[src/rtl/tmds_period_scheduler_pkg.sv]
// TMDS period scheduler shared definitions: control/guard tokens,
// period lengths, FSM state type, delay-line word and ctl_token().
package tmds_period_scheduler_pkg;

  localparam logic [9:0] CTL00 = 10'b1101010100;
  localparam logic [9:0] CTL01 = 10'b0010101011;
  localparam logic [9:0] CTL10 = 10'b0101010100;
  localparam logic [9:0] CTL11 = 10'b1010101011;

  localparam logic [9:0] VGB_CH0 = 10'b1011001100;
  localparam logic [9:0] VGB_CH1 = 10'b0100110011;
  localparam logic [9:0] VGB_CH2 = 10'b1011001100;

  localparam int PREAMBLE_LEN = 8;
  localparam int GUARD_LEN    = 2;
  localparam int DL_DEPTH     = 10;

  typedef enum logic [1:0] {
    ST_CTRL,
    ST_PRE,
    ST_GUARD,
    ST_VIDEO
  } state_t;

  // One delay-line slot: 3 tokens + de/vsync/hsync = 33 bits
  typedef struct packed {
    logic       de;
    logic       vs;
    logic       hs;
    logic [9:0] t2;
    logic [9:0] t1;
    logic [9:0] t0;
  } dl_word_t;

  function automatic logic [9:0] ctl_token(input logic [1:0] c);
    logic [9:0] t;
    unique case (c)
      2'b00: t = CTL00;
      2'b01: t = CTL01;
      2'b10: t = CTL10;
      2'b11: t = CTL11;
    endcase
    return t;
  endfunction

endpackage

[src/rtl/tmds_delay_line.sv]
// Fixed-depth lookahead shift register, zeroed by async reset.
// Ports: clk, rst_n, din[WIDTH], dout[WIDTH] (din delayed DEPTH clocks).
module tmds_delay_line #(
  parameter int WIDTH = 33,
  parameter int DEPTH = 10
) (
  input  logic             clk,
  input  logic             rst_n,
  input  logic [WIDTH-1:0] din,
  output logic [WIDTH-1:0] dout
);

  logic [WIDTH-1:0] sr [DEPTH];

  always_ff @(posedge clk or negedge rst_n) begin
    if (!rst_n) begin
      for (int i = 0; i < DEPTH; i++)
        sr[i] <= '0;
    end else begin
      sr[0] <= din;
      for (int i = 1; i < DEPTH; i++)
        sr[i] <= sr[i-1];
    end
  end

  assign dout = sr[DEPTH-1];

endmodule

[src/rtl/tmds_period_scheduler.sv]
// TMDS period scheduler: frames video lines with preamble + guard band.
// In: clk, rst_n, de_in, hsync_in, vsync_in, vid0..2_token[10], err_clr.
// Out: chan0..2_token[10], de_out, err_short_blank (sticky).
module tmds_period_scheduler #(
  parameter bit DVI_MODE  = 1'b0,
  parameter int MIN_BLANK = 12
) (
  input  logic       clk,
  input  logic       rst_n,
  input  logic       de_in,
  input  logic       hsync_in,
  input  logic       vsync_in,
  input  logic [9:0] vid0_token,
  input  logic [9:0] vid1_token,
  input  logic [9:0] vid2_token,
  input  logic       err_clr,
  output logic [9:0] chan0_token,
  output logic [9:0] chan1_token,
  output logic [9:0] chan2_token,
  output logic       de_out,
  output logic       err_short_blank
);
  import tmds_period_scheduler_pkg::*;

  localparam int CW = $clog2(MIN_BLANK + 1);

  logic [CW-1:0] blank_cnt;
  logic          de_prev;
  logic          line_act;
  logic          rise;
  logic          blank_ok;
  logic          frame;
  logic          short_err;
  logic          de_gate;
  state_t        state_q;
  state_t        state_d;
  logic [2:0]    phase_q;
  logic [2:0]    phase_d;
  dl_word_t      dl_in;
  dl_word_t      dl_out;
  logic [9:0]    ch0_d;
  logic [9:0]    ch1_d;
  logic [9:0]    ch2_d;
  logic          de_d;

  assign rise     = de_in & ~de_prev;
  assign blank_ok = (blank_cnt >= CW'(MIN_BLANK));
  assign frame    = rise & !DVI_MODE & blank_ok
                  & (state_q == ST_CTRL);
  assign short_err = rise & !DVI_MODE
                   & ~(blank_ok & (state_q == ST_CTRL));

  // de only enters the pipe for lines that began with a seen rise,
  // so a line already high when reset releases is dropped whole.
  assign de_gate = de_in & (rise | line_act);

  always_comb begin
    dl_in    = '0;
    dl_in.de = de_gate;
    dl_in.vs = vsync_in;
    dl_in.hs = hsync_in;
    dl_in.t2 = vid2_token;
    dl_in.t1 = vid1_token;
    dl_in.t0 = vid0_token;
  end

  tmds_delay_line #(
    .WIDTH($bits(dl_word_t)),
    .DEPTH(DL_DEPTH)
  ) u_dl (
    .clk  (clk),
    .rst_n(rst_n),
    .din  (dl_in),
    .dout (dl_out)
  );

  // de_prev resets high: a held-high de after reset is not a rise
  always_ff @(posedge clk or negedge rst_n) begin
    if (!rst_n) begin
      de_prev   <= 1'b1;
      line_act  <= 1'b0;
      blank_cnt <= '0;
    end else begin
      de_prev  <= de_in;
      line_act <= de_gate;
      if (de_in)
        blank_cnt <= '0;
      else if (!blank_ok)
        blank_cnt <= blank_cnt + 1'b1;
    end
  end

  always_ff @(posedge clk or negedge rst_n) begin
    if (!rst_n)
      err_short_blank <= 1'b0;
    else if (short_err)
      err_short_blank <= 1'b1;
    else if (err_clr)
      err_short_blank <= 1'b0;
  end

  always_ff @(posedge clk or negedge rst_n) begin
    if (!rst_n) begin
      state_q <= ST_CTRL;
      phase_q <= '0;
    end else begin
      state_q <= state_d;
      phase_q <= phase_d;
    end
  end

  // state_d names the period of the token being registered now
  always_comb begin
    state_d = state_q;
    phase_d = '0;
    unique case (state_q)
      ST_CTRL: begin
        if (frame)
          state_d = ST_PRE;
        else if (dl_out.de)
          state_d = ST_VIDEO;
      end
      ST_PRE: begin
        phase_d = phase_q + 3'd1;
        if (phase_q == 3'(PREAMBLE_LEN - 1)) begin
          state_d = ST_GUARD;
          phase_d = '0;
        end
      end
      ST_GUARD: begin
        phase_d = phase_q + 3'd1;
        if (phase_q == 3'(GUARD_LEN - 1)) begin
          state_d = dl_out.de ? ST_VIDEO : ST_CTRL;
          phase_d = '0;
        end
      end
      ST_VIDEO: begin
        if (!dl_out.de)
          state_d = ST_CTRL;
      end
      default: state_d = ST_CTRL;
    endcase
  end

  always_comb begin
    ch0_d = ctl_token({dl_out.vs, dl_out.hs});
    ch1_d = CTL00;
    ch2_d = CTL00;
    de_d  = 1'b0;
    unique case (state_d)
      ST_PRE: begin
        ch1_d = CTL01;
      end
      ST_GUARD: begin
        ch0_d = VGB_CH0;
        ch1_d = VGB_CH1;
        ch2_d = VGB_CH2;
      end
      ST_VIDEO: begin
        ch0_d = dl_out.t0;
        ch1_d = dl_out.t1;
        ch2_d = dl_out.t2;
        de_d  = 1'b1;
      end
      default: ;
    endcase
  end

  always_ff @(posedge clk or negedge rst_n) begin
    if (!rst_n) begin
      chan0_token <= CTL00;
      chan1_token <= CTL00;
      chan2_token <= CTL00;
      de_out      <= 1'b0;
    end else begin
      chan0_token <= ch0_d;
      chan1_token <= ch1_d;
      chan2_token <= ch2_d;
      de_out      <= de_d;
    end
  end

endmodule
[config.mk]
export PLATFORM = sky130hd
export DESIGN_NAME = tmds_period_scheduler
export DESIGN_NICKNAME = d
export VERILOG_FILES = /design/src/rtl/tmds_period_scheduler_pkg.sv /design/src/rtl/tmds_delay_line.sv /design/src/rtl/tmds_period_scheduler.sv
export SDC_FILE = /design/constraint.sdc
export NUM_CORES = 1
export LEC_CHECK = 0
export ABC_AREA = 1
export CORE_MARGIN = 10
export CORE_UTILIZATION = 45
export CTS_CLUSTER_DIAMETER = 80
export DETAILED_ROUTE_END_ITERATION = 12
export PLACE_DENSITY = 0.73
export RECOVER_POWER = 25
export SYNTH_ARGS = -nofsm -noshare
export SYNTH_HDL_FRONTEND = slang
export SYNTH_HIERARCHICAL = 1
export SYNTH_SLANG_ARGS = --single-unit
[constraint.sdc]
create_clock -name clk -period 1.8 [get_ports clk]
set_clock_uncertainty 0.1 [all_clocks]
set_input_delay 0.18 -clock clk [delete_from_list [all_inputs] [get_ports clk]]
set_output_delay 0.18 -clock clk [all_outputs]
set_load 0.03 [all_outputs]
# [Word-level counts from Yosys, hierarchy flattened]
# Cells that the tools add are included.
[word_totals] ff_bits=373 output_inout_bits=32 inputBits=36
[op_classes] n_addsub=2 n_reduce_logical=3 bitwise_logic=9 mux=19 eq_ne=12 order_cmp=1
[ops] operator="one-hot mux 10 bit (2 select lines)" n=2
[ops] operator="one-hot mux 10 bit (4 select lines)" n=1
[ops] operator="one-hot mux 10 bit (3 select lines)" n=1
[ops] operator="equality test 2 bit, second input constant" n=6
[ops] operator="two-way mux 2 bit" n=6
[ops] operator="two-way mux 4 bit" n=2
[ops] operator="one-hot mux 2 bit (4 select lines)" n=1
[ops] operator="bitwise AND 1 bit" n=6
[ops] operator="equality test 2 x 1 -> 1 bit, second input constant" n=3
[ops] operator="two-way mux 3 bit" n=2
[ops] operator="one-hot mux 3 bit (2 select lines)" n=1
[ops] operator="adder 4 x 1 -> 4 bit, second input constant" n=1
[ops] operator=">= comparator 4 bit, second input constant" n=1
[ops] operator="zero test 2 bit" n=2
[ops] operator="adder 3 x 1 -> 3 bit, second input constant" n=1
[ops] operator="equality test 3 x 1 -> 1 bit, second input constant" n=1
[ops] operator="equality test 3 bit, second input constant" n=1
[ops] operator="two-way mux 1 bit" n=3
[ops] operator="!= test 2 bit, second input constant" n=1
[ops] operator="NOT 1 bit" n=2
[ops] operator="nonzero test 2 bit" n=1
[ops] operator="OR 1 bit" n=1

# [Depth between registers and ports, before layout]
[depth] word_depth=8 mapped_depth=12 mapped_depth_nobuf=11

# [Modules after synthesis]
# Netlist, hierarchy kept.
[by_module_without_submodules] mod="tmds_delay_line" seq_area_each_um2=8257.9 area_per_inst_um2=8505.7 n_inst=1 cells_each=363
[by_module_without_submodules] mod="tmds_period_scheduler" seq_area_each_um2=1096.1 area_per_inst_um2=1891.8 n_inst=1 cells_each=195

# [Worst setup path before layout]
# OpenSTA, ideal clock, no wires.
[synth_path] path_kind="register to register" startpoint="reg phase_q[0]" endpoint="reg chan2_token[3]" path_buffers=1 setup_ps=120 setup_slack_ps=116 stages_incl_launch_ff=12 arrival_time_ps=1465 cell_sequence="dfrtp_1 > ha_1 > ha_1 > inv_1 > nand2_1 > nand2_1 > a21oi_1 > nand2_1 > nand2_2 > buf_6 > o21ai_0 > inv_1"
[synth_between] elab_chain_cells=5
[synth_rtl] item="start, declared" line="tmds_period_scheduler.sv:37" source="logic [2:0] phase_q;"
[synth_rtl] item="start signal, assigned" line="tmds_period_scheduler.sv:108" source="phase_q <= phase_d;"
[synth_rtl] item="equality test 3 x 1 -> 1 bit / equality test 3 bit (equally long branches)" line="tmds_period_scheduler.sv:132, tmds_period_scheduler.sv:125"
[synth_rtl] item="two-way mux 2 bit (on tied branches)" line="tmds_period_scheduler.sv:132, tmds_period_scheduler.sv:125"
[synth_rtl] item="one-hot mux 2 bit (4 select lines) (*)" line="tmds_period_scheduler.sv:116" source="unique case (state_q)"
[synth_rtl] item="equality test 2 bit" line="tmds_period_scheduler.sv:150" source="unique case (state_d)"
[synth_rtl] item="one-hot mux 10 bit (2 select lines) (*)" line="tmds_period_scheduler.sv:150"
[synth_rtl] item="via ch2_d[3]" line="tmds_period_scheduler.sv:43" source="logic [9:0] ch2_d;"
[synth_rtl] item="end signal, assigned" line="tmds_period_scheduler.sv:178" source="chan2_token <= ch2_d;"
[synth_rtl] item="end, declared" line="tmds_period_scheduler.sv:19" source="output logic [9:0] chan2_token,"
# The timed path passes the listed nets; every way through them passes the cells marked *.
# A chain may end at the register's enable or synchronous reset.

# [Worst setup path after layout]
[layout_path] startpoint="reg state_q[0]" endpoint="reg chan0_token[4]"
[layout_between] elab_chain_cells=6
[layout_rtl] item="start, declared" line="tmds_period_scheduler.sv:35" source="state_t state_q;"
[layout_rtl] item="start signal, assigned" line="tmds_period_scheduler.sv:107" source="state_q <= state_d;"
[layout_rtl] item="zero test 2 bit" line="tmds_period_scheduler.sv:49, tmds_period_scheduler.sv:116"
[layout_rtl] item="bitwise AND 1 bit" line="tmds_period_scheduler.sv:49" source="& (state_q == ST_CTRL);"
[layout_rtl] item="two-way mux 2 bit" line="tmds_period_scheduler.sv:118" source="if (frame)"
[layout_rtl] item="one-hot mux 2 bit (4 select lines) (*)" line="tmds_period_scheduler.sv:116"
[layout_rtl] item="equality test 2 bit" line="tmds_period_scheduler.sv:150"
[layout_rtl] item="one-hot mux 10 bit (2 select lines) (*)" line="tmds_period_scheduler.sv:150"
[layout_rtl] item="via ch0_d[4]" line="tmds_period_scheduler.sv:41" source="logic [9:0] ch0_d;"
[layout_rtl] item="end signal, assigned" line="tmds_period_scheduler.sv:176" source="chan0_token <= ch0_d;"
[layout_rtl] item="end, declared" line="tmds_period_scheduler.sv:17" source="output logic [9:0] chan0_token,"
# Marked as above.

==> impl_metrics.ini <==
[job]
cap_violations = 0

[sta]
finalHoldWorstSlack_ns = 0.0891
finalMaxSlewViolations = 0
max-slew-margin-rel = 0.704
fmax_ghz = 0.548
tns_ns = -0.0603
grt_setup_unrepaired = yes
fin_crit_ns = 1.83
worst_slack_ns = -0.0259
hold_violations = 0
period_share = 1.01
worst_pin_slew_ns = 0.440
setup_viol = 4

[status]
violations = negative setup slack
outcome = finished, violations left

[routing]
dr.pass1.iters = 4
drcViolationCount = 0
num_vias = 4298
vias_per_cell = 4.36
wl_um = 14900
drt_iter0_drc = 299
wl_met2_um = 7490
routedWlPerCell_um = 15.1
m1WireLength_um = 5780
ant_nets = 0
top_layer_used = met4
route.met3.wl_um = 1100

[finish]
final_cell_area_sq_um = 13000
instances_no_fill = 985
area_growth_syn_to_layout_pct = 24.6
n_antenna_cell = 0
fin_nets = 723
n_fill_cell = 1632
final_util = 0.570
drive_above_1_share = 0.209

[global_routing]
grt.overflow.total = 0
grt_pass1_wl_um = 24700
grt_usage = 0.105
antenna_found_initial = 0
grt_pass1_vias = 4899
grt_max_degree = 89

[logic_synthesis]
synth.yosys.seq_area_share = 0.900
netlist_instances = 558
synth_area_leaders = dfrtp_1 (86%), dfstp_2 (4.0%), buf_4 (2.4%)
netlist_area_sq_um = 10400
synth_seq_cells = 373
synth_warnings = 6
ys.flop_type = dfrtp_1
synth_top_area_share = 0.859
synth_most_common_cell = dfrtp_1
syn_avg_cell_area_sq_um = 18.6
synth_edf_count = 0
synth_top_cells_by_count = dfrtp_1 (357), nand2_1 (46), buf_4 (33)
synth_cell_type_count = 22
syn-num-nets = 607
synthArstFlopShare = 1.00
synth_top_area_cell = dfrtp_1

[clock_network]
clkTransAtPathRegs_ns = 0.06
cts_buffer_depth = 3
cts_root_buf = clkbuf_16
cts.sinks = 373
cts_made_buffers = 35
tritoncts = built
clock_latency_ns = 0.51
h-tree-depth = 2

[placed_design]
dp_hpwl_um = 8210
portBuffers = 67
gp_congestion = 0.713
dp.cells = 895
place_area_sq_um = 11400
dp_slack_ns = -0.119

[setup_path]
path_cells = clkinv_4 > buf_4 > buf_4 > nand3_1 > o21bai_4 > nand2_4 > nor2_4 > clkbuf_16 > nand2_4 > nand2_1
r2r_cells = 10
end_kind = flop
cp_max_fo = 6
worst_path_dominant_cell_family = buffers and inverters
worstSetupPathType = flop to flop
max_stage_delay_ns = 0.42
reg2reg_to = chan0_token[4]$_DFF_PN1_
r2r_start = state_q[0]$_DFF_PN0_
r2r_slack_ns = -0.03
worstPathArrival_ns = 2.16
cp-start-kind = flop
crit_path_top_delay_cell = dfrtp_2
critPathBufInv = 4
worst_ep_required_time_ns = 2.13

[pwr]
p_leak_nw = 6.06
p_per_area_nw_per_um2 = 1600
power.total_mw = 20.7
peakVddDrop_uv = 966

[worst_hold_path]
hold_class = input port to async pin

[floorplanning]
start_util = 0.458
die_y_um = 172
coreArea_sq_um = 22700
die_area_sq_um = 29600
die_w_um = 172
io_pins = 68
rows = 55
## where the power goes
group          internal [mW]  switching (mW)  leakage (nW)
clock                   4.32            2.90         0.573
combinational           1.57            2.38          1.13
sequential              9.27           0.242          4.36
## logic make-up after synthesis
group	count (synthesis)	synth area share
flops	373	0.900
compound gates	22	0.0128
fa+ha+maj	13	0.0156
buf+inv	68	0.0386
simple gates	82	0.0333
## area by class of cell
type / instances / area (sq um) / area share
inverter: 32 / 133 / 0.0102
clock buffer: 45 / 986 / 0.0761
sequential: 373 / 9360 / 0.722
multi-input combinational: 118 / 803 / 0.0620
clock inverter: 18 / 176 / 0.0136
tap: 285 / 357 / 0.0275
timing repair buffer: 114 / 1140 / 0.0883
## worst reg2reg max path, stage by stage, from the launching register on
cell	delay, ns
dfrtp_2	0.42
clkinv_4	0.11
buf_4	0.15
buf_4	0.12
nand3_1	0.11
o21bai_4	0.18
nand2_4	0.11
nor2_4	0.18
clkbuf_16	0.17
nand2_4	0.04
nand2_1	0.06
## sequential cells by signal, summed over array words and instances (netlist names)
| name | cells |
|---|---|
| blank_cnt | 4 |
| chan0_token | 10 |
| chan1_token | 10 |
| chan2_token | 10 |
| de_out | 1 |
| de_prev | 1 |
| err_short_blank | 1 |
| line_act | 1 |
| phase_q | 3 |
| state_q | 2 |
| u_dl/dout | 33 |
| u_dl/sr | 297 |
## routing by layer
layer	up-vias	global-route usage
met5	-	0
met2	155	0.172
met4	0	0.0517
li1	1918	-
met3	52	0.0335
met1	2173	0.124
## how the worst max path moves through the flow
stage                              from                        to  slack (ns)  cells past startpoint
3_3_place_gp       phase_q[0]$_DFF_PN0_  chan2_token[7]$_DFF_PN0_        0.05                     11
4_1_cts        chan2_token[0]$_DFF_PN0_            chan2_token[0]      0.0002                      1
3_5_place_dp       phase_q[0]$_DFF_PN0_  chan2_token[3]$_DFF_PN0_       -0.12                     11
2_1_floorplan      phase_q[0]$_DFF_PN0_  chan2_token[3]$_DFF_PN0_        0.12                     11
6_report           state_q[0]$_DFF_PN0_  chan0_token[4]$_DFF_PN1_       -0.03                     10
5_1_grt            state_q[1]$_DFF_PN0_  chan0_token[4]$_DFF_PN1_       -0.07                      9
## layout by cell type (no fill, tap or decap), types with 5 or more instances in the layout
cell	n
o21ai_0	6
nand2_2	8
clkdlybuf4s50_1	16
buf_12	6
nand2_4	5
clkbuf_16	38
nor2_1	18
dfstp_2	16
clkbuf_1	6
dlygate4sd2_1	25
ha_4	5
dlymetal6s2s_1	6
buf_4	23
clkinv_2	11
nand3_1	9
dlygate4sd3_1	33
ha_1	6
inv_1	25
o21bai_1	5
dfrtp_1	356
nand2_1	36
## what timing repair did
action                     CTS  global route
buffers inserted             4             7
setup endpoints to repair   53            33
cloned                       1             1
hold endpoints to repair   379             0
hold buffers                14             0
resized for setup           48            35
pin swaps                    6            14
(Power assumes the default switching activity.)
